[config.mk]
export PLATFORM = sky130hd
export DESIGN_NAME = version_store_router
export DESIGN_NICKNAME = d
export VERILOG_FILES = /design/src/rtl/version_store_router.sv
export SDC_FILE = /design/constraint.sdc
export NUM_CORES = 1
export LEC_CHECK = 0
export CORE_MARGIN = 5
export CORE_UTILIZATION = 58
export DETAILED_ROUTE_END_ITERATION = 8
export GPL_TIMING_DRIVEN = 0
export PLACE_DENSITY = 0.86
export SLEW_MARGIN = 20
export SYNTH_ARGS = -nofsm -noshare
export SYNTH_HDL_FRONTEND = slang
export SYNTH_SLANG_ARGS = --single-unit
[constraint.sdc]
create_clock -name clk -period 9.8 [get_ports clk]
set_clock_uncertainty 0.05 [all_clocks]
set_input_delay 0.98 -clock clk [delete_from_list [all_inputs] [get_ports clk]]
set_output_delay 0.98 -clock clk [all_outputs]
set_load 0.05 [all_outputs]
[src/rtl/version_store_router.sv]
// Registered version/data store with handshake writes, 1-cycle reads, oldest-entry replacement and clear sweep.
// Optional macro SNAPSHOT_READ_EN: reads return largest stored version <= requested version.
module version_store_router #(
  parameter int DATA_WIDTH    = 32,
  parameter int VERSION_WIDTH = 4,
  parameter int VERSION_NUM   = 4,
  parameter int CNT_WIDTH     = $clog2(VERSION_NUM+1)
) (
  input  logic                     clk,
  input  logic                     rst,
  input  logic                     wr_valid,
  output logic                     wr_ready,
  input  logic [VERSION_WIDTH-1:0] wr_version,
  input  logic [DATA_WIDTH-1:0]    wr_data,
  output logic                     wr_drop,
  input  logic                     rd_valid,
  output logic                     rd_ready,
  input  logic [VERSION_WIDTH-1:0] rd_version,
  output logic                     rd_out_valid,
  output logic                     rd_hit,
  output logic [DATA_WIDTH-1:0]    rd_data,
  input  logic                     clr,
  output logic [CNT_WIDTH-1:0]     occupancy,
  output logic                     busy
);
  localparam int IDXW = $clog2(VERSION_NUM);
  localparam logic [IDXW-1:0] LAST_IDX = IDXW'(VERSION_NUM-1);

  typedef enum logic {S_IDLE, S_CLEAR} state_t;

  state_t                                     state_q, state_d;
  logic [IDXW-1:0]                            idx_q, idx_d;
  logic [VERSION_NUM-1:0]                     valid_q, valid_d;
  logic [VERSION_NUM-1:0][VERSION_WIDTH-1:0]  ver_q, ver_d;
  logic [VERSION_NUM-1:0][DATA_WIDTH-1:0]     data_q, data_d;
  logic [CNT_WIDTH-1:0]                       occ_q, occ_d;
  logic                                       drop_q, drop_d;
  logic                                       busy_q;
  logic                                       rvld_q, rhit_q, rhit_d;
  logic [DATA_WIDTH-1:0]                      rdata_q, rdata_d;

  logic clr_slot;
  logic wr_fire, rd_fire;

  // FSM: ready is dropped already in the cycle clr is sampled
  always_comb begin
    state_d  = state_q;
    idx_d    = idx_q;
    wr_ready = 1'b0;
    rd_ready = 1'b0;
    clr_slot = 1'b0;
    case (state_q)
      S_IDLE: begin
        wr_ready = !clr;
        rd_ready = !clr;
        if (clr) begin
          state_d = S_CLEAR;
          idx_d   = '0;
        end
      end
      S_CLEAR: begin
        clr_slot = 1'b1;
        if (idx_q == LAST_IDX) begin
          idx_d   = '0;
          state_d = S_IDLE;
        end else begin
          idx_d = idx_q + 1'b1;
        end
      end
      default: state_d = S_IDLE;
    endcase
  end

  assign wr_fire = wr_valid && wr_ready;
  assign rd_fire = rd_valid && rd_ready;

  logic                     hit_w, free_w, min_found;
  logic [IDXW-1:0]          hit_idx, free_idx, min_idx;
  logic [VERSION_WIDTH-1:0] min_ver;

  always_comb begin
    hit_w     = 1'b0;
    hit_idx   = '0;
    free_w    = 1'b0;
    free_idx  = '0;
    min_found = 1'b0;
    min_idx   = '0;
    min_ver   = '0;
    for (int i = 0; i < VERSION_NUM; i++) begin
      if (valid_q[i] && ver_q[i] == wr_version) begin
        hit_w   = 1'b1;
        hit_idx = IDXW'(i);
      end
      if (valid_q[i] && (!min_found || ver_q[i] < min_ver)) begin
        min_found = 1'b1;
        min_ver   = ver_q[i];
        min_idx   = IDXW'(i);
      end
    end
    // Descending scan so the lowest free index wins
    for (int i = VERSION_NUM-1; i >= 0; i--) begin
      if (!valid_q[i]) begin
        free_w   = 1'b1;
        free_idx = IDXW'(i);
      end
    end
  end

  always_comb begin
    valid_d = valid_q;
    ver_d   = ver_q;
    data_d  = data_q;
    drop_d  = 1'b0;
    if (wr_fire) begin
      if (hit_w) begin
        data_d[hit_idx] = wr_data;
      end else if (free_w) begin
        valid_d[free_idx] = 1'b1;
        ver_d[free_idx]   = wr_version;
        data_d[free_idx]  = wr_data;
      end else if (wr_version > min_ver) begin
        ver_d[min_idx]  = wr_version;
        data_d[min_idx] = wr_data;
      end else begin
        drop_d = 1'b1;
      end
    end
    if (clr_slot) valid_d[idx_q] = 1'b0;
    occ_d = '0;
    for (int i = 0; i < VERSION_NUM; i++) occ_d = occ_d + CNT_WIDTH'(valid_d[i]);
  end

  // Lookup reads pre-write contents, giving read-before-write ordering
`ifdef SNAPSHOT_READ_EN
  logic [VERSION_WIDTH-1:0] best_ver;
  always_comb begin
    rhit_d   = 1'b0;
    rdata_d  = '0;
    best_ver = '0;
    for (int i = 0; i < VERSION_NUM; i++) begin
      if (valid_q[i] && ver_q[i] <= rd_version && (!rhit_d || ver_q[i] > best_ver)) begin
        rhit_d   = 1'b1;
        best_ver = ver_q[i];
        rdata_d  = data_q[i];
      end
    end
    if (!rd_fire) begin
      rhit_d  = 1'b0;
      rdata_d = '0;
    end
  end
`else
  always_comb begin
    rhit_d  = 1'b0;
    rdata_d = '0;
    for (int i = 0; i < VERSION_NUM; i++) begin
      if (rd_fire && valid_q[i] && ver_q[i] == rd_version) begin
        rhit_d  = 1'b1;
        rdata_d = data_q[i];
      end
    end
  end
`endif

  always_ff @(posedge clk) begin
    if (rst) begin
      state_q <= S_IDLE;
      idx_q   <= '0;
      valid_q <= '0;
      ver_q   <= '0;
      data_q  <= '0;
      occ_q   <= '0;
      drop_q  <= 1'b0;
      busy_q  <= 1'b0;
      rvld_q  <= 1'b0;
      rhit_q  <= 1'b0;
      rdata_q <= '0;
    end else begin
      state_q <= state_d;
      idx_q   <= idx_d;
      valid_q <= valid_d;
      ver_q   <= ver_d;
      data_q  <= data_d;
      occ_q   <= occ_d;
      drop_q  <= drop_d;
      busy_q  <= (state_d == S_CLEAR);
      rvld_q  <= rd_fire;
      rhit_q  <= rhit_d;
      rdata_q <= rdata_d;
    end
  end

  assign wr_drop      = drop_q;
  assign rd_out_valid = rvld_q;
  assign rd_hit       = rhit_q;
  assign rd_data      = rdata_q;
  assign occupancy    = occ_q;
  assign busy         = busy_q;
endmodule

==> impl_metrics.env, run 1 <==
export IMPL_status="finished, final reports clean"
export IMPL_p_leak_nw=4.532
export IMPL_synth_xor_xnor_area_share=0.02956
export IMPL_initial_core_util=0.5946
export IMPL_synth_top_area_frac=0.3991
export IMPL_p_int_mw=1.234
export IMPL_dr_first_iter_drc_count=703
export IMPL_slew_headroom=0.3076
export IMPL_rsz0062_at_grt="no"
export IMPL_synth_edf_count=0
export IMPL_clk_pin_slew_ns=0.07
export IMPL_synth_warnings=0
export IMPL_ys_seq_area_frac=0.3991
export IMPL_place_area_mm2=0.01058
export IMPL_h_tree_depth=4
export IMPL_grt_max_degree=17
export IMPL_cts_tree="done"
export IMPL_area_growth_pct=17.91
export IMPL_end_kind="flop"
export IMPL_syn_area_mm2=0.009480
export IMPL_synth_top_family_by_area="simple AND/OR/NAND/NOR gates"
export IMPL_ys_top_cells_by_area="dfxtp_1 (40%), mux2i_1 (15%), nand2b_1 (9.4%)"
export IMPL_synth_seq_cells=189
export IMPL_tns_ns=0
export IMPL_yosys_area_share_simple=0.2175
export IMPL_core_area_mm2=0.01594
export IMPL_muxShareOfSynthArea=0.1601
export IMPL_synth_commonest_cells="dfxtp_1 (189), mux2i_1 (146), nand2b_1 (142)"
export IMPL_wirelength_um=24910
export IMPL_clkPwrFrac=0.442
export IMPL_ys_types=61
export IMPL_root_buffer="clkbuf_16"
export IMPL_drc=0
export IMPL_nets=1202
export IMPL_port_buffers=83
export IMPL_cp_top_family="compound AO/OA/AOI/OAI gates"
export IMPL_drive_gt1_frac=0.07913
export IMPL_grt_ovfl_total=0
export IMPL_die_h_um=137.9
export IMPL_cts_made_buffers=17
export IMPL_hold_viol_final=0
export IMPL_period_share=0.8801
export IMPL_synth_compound_area_share=0.1113
export IMPL_postRouteAntennaNets=0
export IMPL_num_io_pins=86
export IMPL_grt_pass1_wl_um=40160
export IMPL_ys_flop_type="dfxtp_1"
export IMPL_netlist_instances=1035
export IMPL_cp_start_kind="flop"
export IMPL_cts_sinks=189
export IMPL_switching_share=0.2365
export IMPL_dp_hpwl_um=16830
export IMPL_antenna_found_initial=0
export IMPL_crit_path_max_fanout=10
export IMPL_fin_area_mm2=0.01118
export IMPL_crit_buf_inv=4
export IMPL_setup_violations_final=0
export IMPL_p_switching_uw=382.1
export IMPL_grt_pass1_vias=7985
export IMPL_slew_viol_final=0
export IMPL_p_per_area_mw_per_mm2=144.6
export IMPL_synth_largest_area_cell="dfxtp_1"
export IMPL_post_cts_resized=0
export IMPL_critPathMaxStageDelay_ns=0.75
export IMPL_die_x_um=137.9
export IMPL_cts_hold_buf=0
export IMPL_max_freq_mhz=115.9
export IMPL_place_congestion=0.8889
export IMPL_n_fill_cell=1229
export IMPL_yosys_cell_count_top_type="dfxtp_1"
export IMPL_grt_usage=0.2690
export IMPL_synth_nets=1100
export IMPL_hold_class="reg2reg"
export IMPL_synthAdderAreaFrac=0.02719
export IMPL_layout_min_cycle_time_ns=8.625
export IMPL_clk_path_buf_depth=2
export IMPL_worst_pin_slew_ns=1.024
export IMPL_crit_arrival_ns=8.88
export IMPL_wl_per_cell_um=18.24
export IMPL_std_cell_rows=46
export IMPL_drv_cap=0
export IMPL_via_count=7893
export IMPL_die_area_mm2=0.01900
export IMPL_p_comb_frac=0.073
export IMPL_critPathKind="reg2reg"
export IMPL_vias_per_cell=5.778
export IMPL_worstSkewPairLatency_ns=0.44
export IMPL_drtPass1Iterations=5
export IMPL_post_cts_buffers=0
export IMPL_num_antenna_cells=0
export IMPL_ir_drop_mv=0.1421
export IMPL_multi_input_area_mm2=0.005172
export IMPL_seq_area_mm2=0.003784
export IMPL_seq_power_share=0.485
export IMPL_slowest_stage="o31ai_2"
export IMPL_async_reset_ff_frac=0
export IMPL_syn_avg_cell_area_um2=9.160
export IMPL_required_ns=10.06
==> worst paths after layout <==
check / startpoint / to / slack (ns) / cells past startpoint
worst min register to register: data_q[113]$_SDFFE_PP0P_ / rd_data[17]$_SDFF_PP0_ / 0.40 / 2
worst max-delay path: valid_q[0]$_SDFF_PP0_ / data_q[103]$_SDFFE_PP0P_ / 1.17 / 31
worst min-delay path: data_q[113]$_SDFFE_PP0P_ / rd_data[17]$_SDFF_PP0_ / 0.40 / 2
worst max register to register: valid_q[0]$_SDFF_PP0_ / data_q[103]$_SDFFE_PP0P_ / 1.17 / 31
==> flip-flops by register name, summed over array words and instances, names as in the netlist <==
name and count:
data_q 128, rd_data 32, ver_q 16, valid_q 4
occupancy 3, idx_q 2, busy 1, rd_hit 1
rd_out_valid 1, wr_drop 1
==> tightest hold or removal path, stage by stage (launching register included) <==
cell	delay (ns)
dfxtp_1	0.31
nand2_1	0.05
a21oi_1	0.05
==> power groups by stage <==
stage          sequential [mW]  combinational (mW)  clock (mW)
4_1_cts                  0.784               0.116       0.718
3_5_place_dp             0.801               0.115           0
3_3_place_gp             0.800               0.113           0
2_1_floorplan            0.802              0.0677           0
5_1_grt                  0.784               0.126       0.748
6_report                 0.784               0.117       0.715
==> through the flow <==
step | power [mW] | cells | hold slack, ns | utilization | worst slack, ns
floorplan | 0.8698 | 1035 | 0.3786 | - | 3.032
global placement | 0.9131 | 1334 | 0.3920 | 0.6637 | 1.545
detailed placement | 0.9157 | 1334 | 0.3950 | 0.6637 | 1.419
CTS | 1.618 | 1366 | 0.4025 | 0.7011 | 1.311
global route | 1.658 | 1366 | 0.4185 | 0.7011 | 0.4865
finish | 1.616 | 1366 | 0.4006 | 0.7011 | 1.175
==> layout by cell type (no fill, tap or decap), types with 8 or more instances in the layout <==
cell type        Yosys  routed
dfxtp_1            189     189
clkbuf_1            23      25
buf_2               24      24
clkdlybuf4s50_1      0      83
inv_1               14      14
xor2_1              24      24
mux2i_1            146     146
nand2b_1           142     142
xnor2_1              8       8
nand3_1             41      41
a21o_1              67      67
buf_6               11      11
nor2_1              57      57
a21oi_1             50      50
clkbuf_16            0      17
nand2_1            113     113
ha_1                19      19
nor2b_1              9       9
==> layout make-up <==
cell class	instances	share of cell area
multi-input combinational	757	0.4627
sequential	189	0.3385
timing repair buffer	83	0.07432
buffer	75	0.04220
clock buffer	19	0.03873
tap	216	0.02418
clock inverter	13	0.01466
inverter	14	0.004701
==> per-layer routing <==
metal  wire length (um)  GRT usage
met5                  0          0
met1              10830     0.3378
met2              11900     0.4544
met3               1622    0.06060
met4                564    0.09660
==> cell families after synthesis <==
group / after synthesis
AO/OA/AOI/OAI: 156
AND/OR/NAND/NOR: 398
flip-flops: 189
XOR/XNOR: 32
buffers and inverters: 89
adder cells (fa/ha/maj): 20
multiplexers: 151
(Power assumes the default switching activity.)
==> run 2: changes to the inputs <==
--- a/config.mk
+++ b/config.mk
@@ -6,10 +6,10 @@
 export NUM_CORES = 1
 export LEC_CHECK = 0
 export CORE_MARGIN = 5
-export CORE_UTILIZATION = 58
+export CORE_UTILIZATION = 41
 export DETAILED_ROUTE_END_ITERATION = 8
 export GPL_TIMING_DRIVEN = 0
-export PLACE_DENSITY = 0.86
+export PLACE_DENSITY = 0.66
 export SLEW_MARGIN = 20
 export SYNTH_ARGS = -nofsm -noshare
 export SYNTH_HDL_FRONTEND = slang
==> run 2 against run 1 <==
Compared with the run above: clock power fell by 7.6%; critical path depth is the same; non-clock buffer count is the same; utilization decreased by 21 points; sequential share of layout area decreased by 0.15 points; setup slack got worse by 0.090 ns; final cell count up 5.1%; die area is 38% higher; routed wire length down 1.5%; sequential power about the same; flip-flop and latch count unchanged; combinational power about the same; critical endpoint is now data_q[99]$_SDFFE_PP0P_.
==> impl_metrics.env, run 2 (synthesis gave the netlist of run 1 again) <==
export IMPL_startpoint="valid_q[0]$_SDFF_PP0_"
export IMPL_fin_hold_ws_ns=0.4054
export IMPL_rsz0062_at_grt="no"
export IMPL_wl_per_cell_um=17.11
export IMPL_layout_common_cells="dfxtp_1 (189), mux2i_1 (146), nand2b_1 (142)"
export IMPL_dp_hpwl_um=17640
export IMPL_p_per_area_mw_per_mm2=139.0
export IMPL_cp_start_kind="flop"
export IMPL_largest_register="data_q"
export IMPL_post_cts_buffers=0
export IMPL_hold_viol_final=0
export IMPL_crit_arrival_ns=8.96
export IMPL_crit_path_max_fanout=10
export IMPL_area_growth_pct=18.45
export IMPL_worst_pin_slew_ns=0.9935
export IMPL_drtPass1Iterations=5
export IMPL_hold_class="reg2reg"
export IMPL_port_buffers=83
export IMPL_grt_max_degree=19
export IMPL_postRouteAntennaNets=0
export IMPL_tns_ns=0
export IMPL_layout_min_cycle_time_ns=8.715
export IMPL_min_from="data_q[103]$_SDFFE_PP0P_"
export IMPL_antenna_found_initial=0
export IMPL_ir_drop_mv=0.1221
export IMPL_drc=0
export IMPL_required_ns=10.05
export IMPL_slowest_stage="o31ai_2"
export IMPL_setup_ws_ns=1.085
export IMPL_place_area_mm2=0.01067
export IMPL_p_leak_nw=4.519
export IMPL_h_tree_depth=4
export IMPL_wirelength_um=24550
export IMPL_initial_core_util=0.4175
export IMPL_cts_hold_buf=0
export IMPL_die_h_um=162.1
export IMPL_cts_made_buffers=17
export IMPL_drive_gt1_frac=0.08174
export IMPL_slew_viol_final=0
export IMPL_critPathKind="reg2reg"
export IMPL_critPathMaxStageDelay_ns=0.82
export IMPL_reg2reg_slack_ns=1.08
export IMPL_max_freq_mhz=114.7
export IMPL_reg2reg_depth=31
export IMPL_cts_sinks=189
export IMPL_grt_pass1_vias=7540
export IMPL_whs_endpoint="rd_data[7]$_SDFF_PP0_"
export IMPL_largest_reg_flops=128
export IMPL_die_area_mm2=0.02626
export IMPL_layout_commonest_cell="dfxtp_1"
export IMPL_root_buffer="clkbuf_16"
export IMPL_grt_usage=0.1884
export IMPL_p_total_mw=1.560
export IMPL_end_kind="flop"
export IMPL_drv_cap=0
export IMPL_vias_per_cell=5.174
export IMPL_clk_path_buf_depth=2
export IMPL_place_congestion=0.9216
export IMPL_std_cell_rows=55
export IMPL_status="finished, final reports clean"
export IMPL_num_io_pins=86
export IMPL_grt_ovfl_total=0
export IMPL_worstSkewPairLatency_ns=0.43
export IMPL_reg2reg_from="valid_q[0]$_SDFF_PP0_"
export IMPL_n_fill_cell=2140
export IMPL_slew_headroom=0.3337
export IMPL_nets=1202
export IMPL_core_area_mm2=0.02271
export IMPL_seq_area_mm2=0.003784
export IMPL_pre_cts_ws_ns=1.222
export IMPL_grt_pass1_wl_um=40190
export IMPL_setup_violations_final=0
export IMPL_r2r_end="data_q[99]$_SDFFE_PP0P_"
export IMPL_period_share=0.8893
export IMPL_via_count=7425
export IMPL_min_path_cells=2
export IMPL_cts_tree="done"
export IMPL_fin_area_mm2=0.01123
export IMPL_die_x_um=162.1
export IMPL_num_antenna_cells=0
export IMPL_multi_input_area_mm2=0.005179
export IMPL_post_cts_resized=0
export IMPL_clk_pin_slew_ns=0.07
export IMPL_dr_first_iter_drc_count=476
==> run 2: how the worst max path moves through the flow <==
| stage | slack, ns | endpoint | cells past startpoint |
|---|---|---|---|
| 3_5_place_dp | 1.22 | data_q[101]$_SDFFE_PP0P_ | 31 |
| 4_1_cts | 1.16 | data_q[99]$_SDFFE_PP0P_ | 31 |
| 2_1_floorplan | 3.03 | data_q[21]$_SDFFE_PP0P_ | 31 |
| 3_3_place_gp | 1.28 | data_q[101]$_SDFFE_PP0P_ | 31 |
| 5_1_grt | 0.39 | data_q[101]$_SDFFE_PP0P_ | 31 |
| 6_report | 1.08 | data_q[99]$_SDFFE_PP0P_ | 31 |
==> run 2: routing by layer <==
layer	wire length [um]	vias up	track usage
li1	-	3718	-
met1	11990	3515	0.2642
met2	10830	161	0.2964
met3	1167	31	0.03223
met4	559	0	0.05998
met5	0	-	0
==> run 2: final cells by class <==
cell class,instances,share of cell area
multi-input cells,757,0.4612
flip-flops and latches,189,0.3369
well taps,285,0.03175
clock buffers,17,0.03788
repair buffers,83,0.07398
plain buffers,75,0.04201
inverters,14,0.004680
clock inverters,15,0.01159
==> run 2: worst max-delay path: cells and delay by family, from the launching register on <==
family / cells / cell delay (ns)
flip-flops: 1 / 0.32
AO/OA/AOI/OAI: 9 / 3.34
AND/OR/NAND/NOR: 10 / 1.45
buffers and inverters: 4 / 0.92
adder cells (fa/ha/maj): 4 / 1.22
multiplexers: 4 / 1.24
==> run 2: where the power goes <==
part	switching [mW]	leakage, nW	internal, mW
sequential	0.00602	1.53	0.777
clock	0.326	0.276	0.335
combinational	0.0640	2.72	0.0526
total	0.396	4.52	1.16
==> run 2: stage by stage <==
stage          utilization  std cells
6_report            0.4945       1435
5_1_grt             0.4945       1435
4_1_cts             0.4942       1435
3_5_place_dp        0.4698       1403
3_3_place_gp        0.4698       1403
2_1_floorplan            -       1035
==> patch (flow settings as in run 2) <==
Take the reset off `data_q` and load it in a clocked block of its own.
--- a/src/rtl/version_store_router.sv
+++ b/src/rtl/version_store_router.sv
@@ -169,5 +169,4 @@
       valid_q <= '0;
       ver_q   <= '0;
-      data_q  <= '0;
       occ_q   <= '0;
       drop_q  <= 1'b0;
@@ -181,5 +180,4 @@
       valid_q <= valid_d;
       ver_q   <= ver_d;
-      data_q  <= data_d;
       occ_q   <= occ_d;
       drop_q  <= drop_d;
@@ -189,4 +187,8 @@
       rdata_q <= rdata_d;
     end
+  end
+
+  always_ff @(posedge clk) begin
+    data_q <= data_d;
   end
 
Behaviour: same outputs for any inputs over 4 cycles, from zero or initial values and one cycle with rst high; that may be too few to reach the edited logic, so the function may still have changed.
==> patch against run 2 <==
Sequential cell count unchanged. Global-route usage decreased by 1.1 points. Die area is 7.1% lower. Total power is 5.7% higher. Cell count decreased by 19%. Worst setup slack improved by 63 ps. Core utilization up 1.2 points. Wire length down 14%. Count of clock-buffer cells in the layout increased by 3. Final area is 5.2% lower. Hold slack worse by 14 ps. Synthesized area shrank 7.6%. Critical endpoint is now data_q[105]. Largest cell class is now flip-flops and latches.
==> patch: results (changes against run 2) <==
Worst setup path
  • RR Endpoint: data_q[105]
  • CP max stage delay: 650 ps (-170 ps)
  • R2R Setup Slk: 1150 ps (+60 ps)
  • Slowest CP cell: o21ai_1
  • Critical Path AT: 8790 ps (-170 ps)
  • Worst r2r path cells: 30 (-3.2%)
  • Crit-path max FO: 18 (+8)
  • Worst setup path startpoint: valid_q[0]

STA
  • Hold Slack: 392 ps (-13.5 ps)
  • Tcrit/Tclk final: 88.3% (-0.64 points)
  • Worst-Margin Slew: 933 ps (-60.9 ps)

GRT
  • M3 GR Usage: 3.16% (-0.060 points)
  • First-pass GRT wire length: 33.5 mm (-17%)
  • Met2 Usage GRT: 29.1% (-0.55 points)
  • GR Util All Layers: 17.7% (-1.1 points)
  • Vias in the first global route: 6,157 (-18%)
  • Largest net degree at the start of global routing: 21 (+2)
  • Grt met1 use: 24.2% (-2.2 points)

Drt
  • Vias per inst: 5.23 (+1.1%)
  • Vias: 6,062 (-18%)
  • First-pass iteration count of the detailed router: 5 (unchanged)
  • Met1 WL: 9.64 mm (-20%)
  • Starting DRT DRC Count: 504 (+5.9%)
  • WL met3: 942 um (-19%)
  • WL met2: 10.2 mm (-5.8%)
  • Final WL: 21.1 mm (-14%)

Clocking
  • Setup bufs post-CTS: 0 (unchanged)
  • CTS Buffer Depth: 2 (unchanged)

Yosys
  • Syn nets: 833 (-24%)
  • Gate count of the mapped netlist: 768 (-26%)
  • Number of synthesized flops with an enable pin: 128 (+128)
  • Sequential share of the synthesized area: 57.8% (+18 points)
  • Synth top cells by count: 128 x edfxtp_1, 98 x and2_1, 61 x dfxtp_1, 60 x nand2_1, 43 x o21ai_0
  • Area contributors post-synth: edfxtp_1 44%, dfxtp_1 14%, and2_1 7.0%
  • Synth cell types: 57 (-6.6%)

Status
  • Outcome: complete, no violations

Place
  • Post-DP HPWL: 14.7 mm (-16%)
  • GPL Wtd Cong: 0.895 (-2.9%)
  • IO Port Bufs: 81 (-2.4%)
  • Pre-CTS setup slack: 895 ps (-327 ps)
  • Area after DPL: 10,100 sq um (-5.7%)
  • Placed insts: 1,128 (-20%)

Power and ir drop
  • Switching Power: 370 uW (-6.6%)
  • Clock share of power: 41.9% (-0.4 points)
  • Leak pwr: 3.68 nW (-18%)
  • Combinational cell power: 97.5 uW (-17%)
  • Worst vdd ir: 0.0884 mV (-28%)
  • Total Power: 1.65 mW (+5.7%)

Cells and area
  • Fillers: 1,849 (-14%)
  • Share of cells above drive strength 1: 8.03% (-0.14 points)
  • Nets: 937 (-22%)

Hold path
  • Hold depth: 2 (unchanged)
  • Hold Startpoint: data_q[103]
==> patch: cell types whose count changed after synthesis, moves of 28 or more <==
| cell | change |
|---|---|
| a21o_1 | -63 |
| and2_1 | +97 |
| dfxtp_1 | -128 |
| edfxtp_1 | +128 |
| mux2i_1 | -134 |
| nand2_1 | -53 |
| nand2b_1 | -127 |
| nand3_1 | -28 |
| nor2_1 | -42 |
| nor2b_1 | +32 |
| o21ai_0 | +37 |
==> patch: cell type report <==
cell class	count	area [sq um]	share of cell area [%]
tap	275	344	3.23
sequential	189	5060	47.6
inverter	12	45.0	0.423
timing repair buffer	85	921	8.65
buffer	50	231	2.17
multi-input combinational	517	3460	32.5
clock inverter	11	119	1.12
clock buffer	20	468	4.39
==> patch: logic make-up after synthesis <==
kind of cell	Yosys count	share of synthesized area [%]
AO/OA/AOI/OAI	166	13.0
XOR/XNOR	32	3.20
adder cells (fa/ha/maj)	20	2.94
buffers and inverters	62	3.16
flip-flops	189	57.8
multiplexers	15	1.76
AND/OR/NAND/NOR	284	18.2
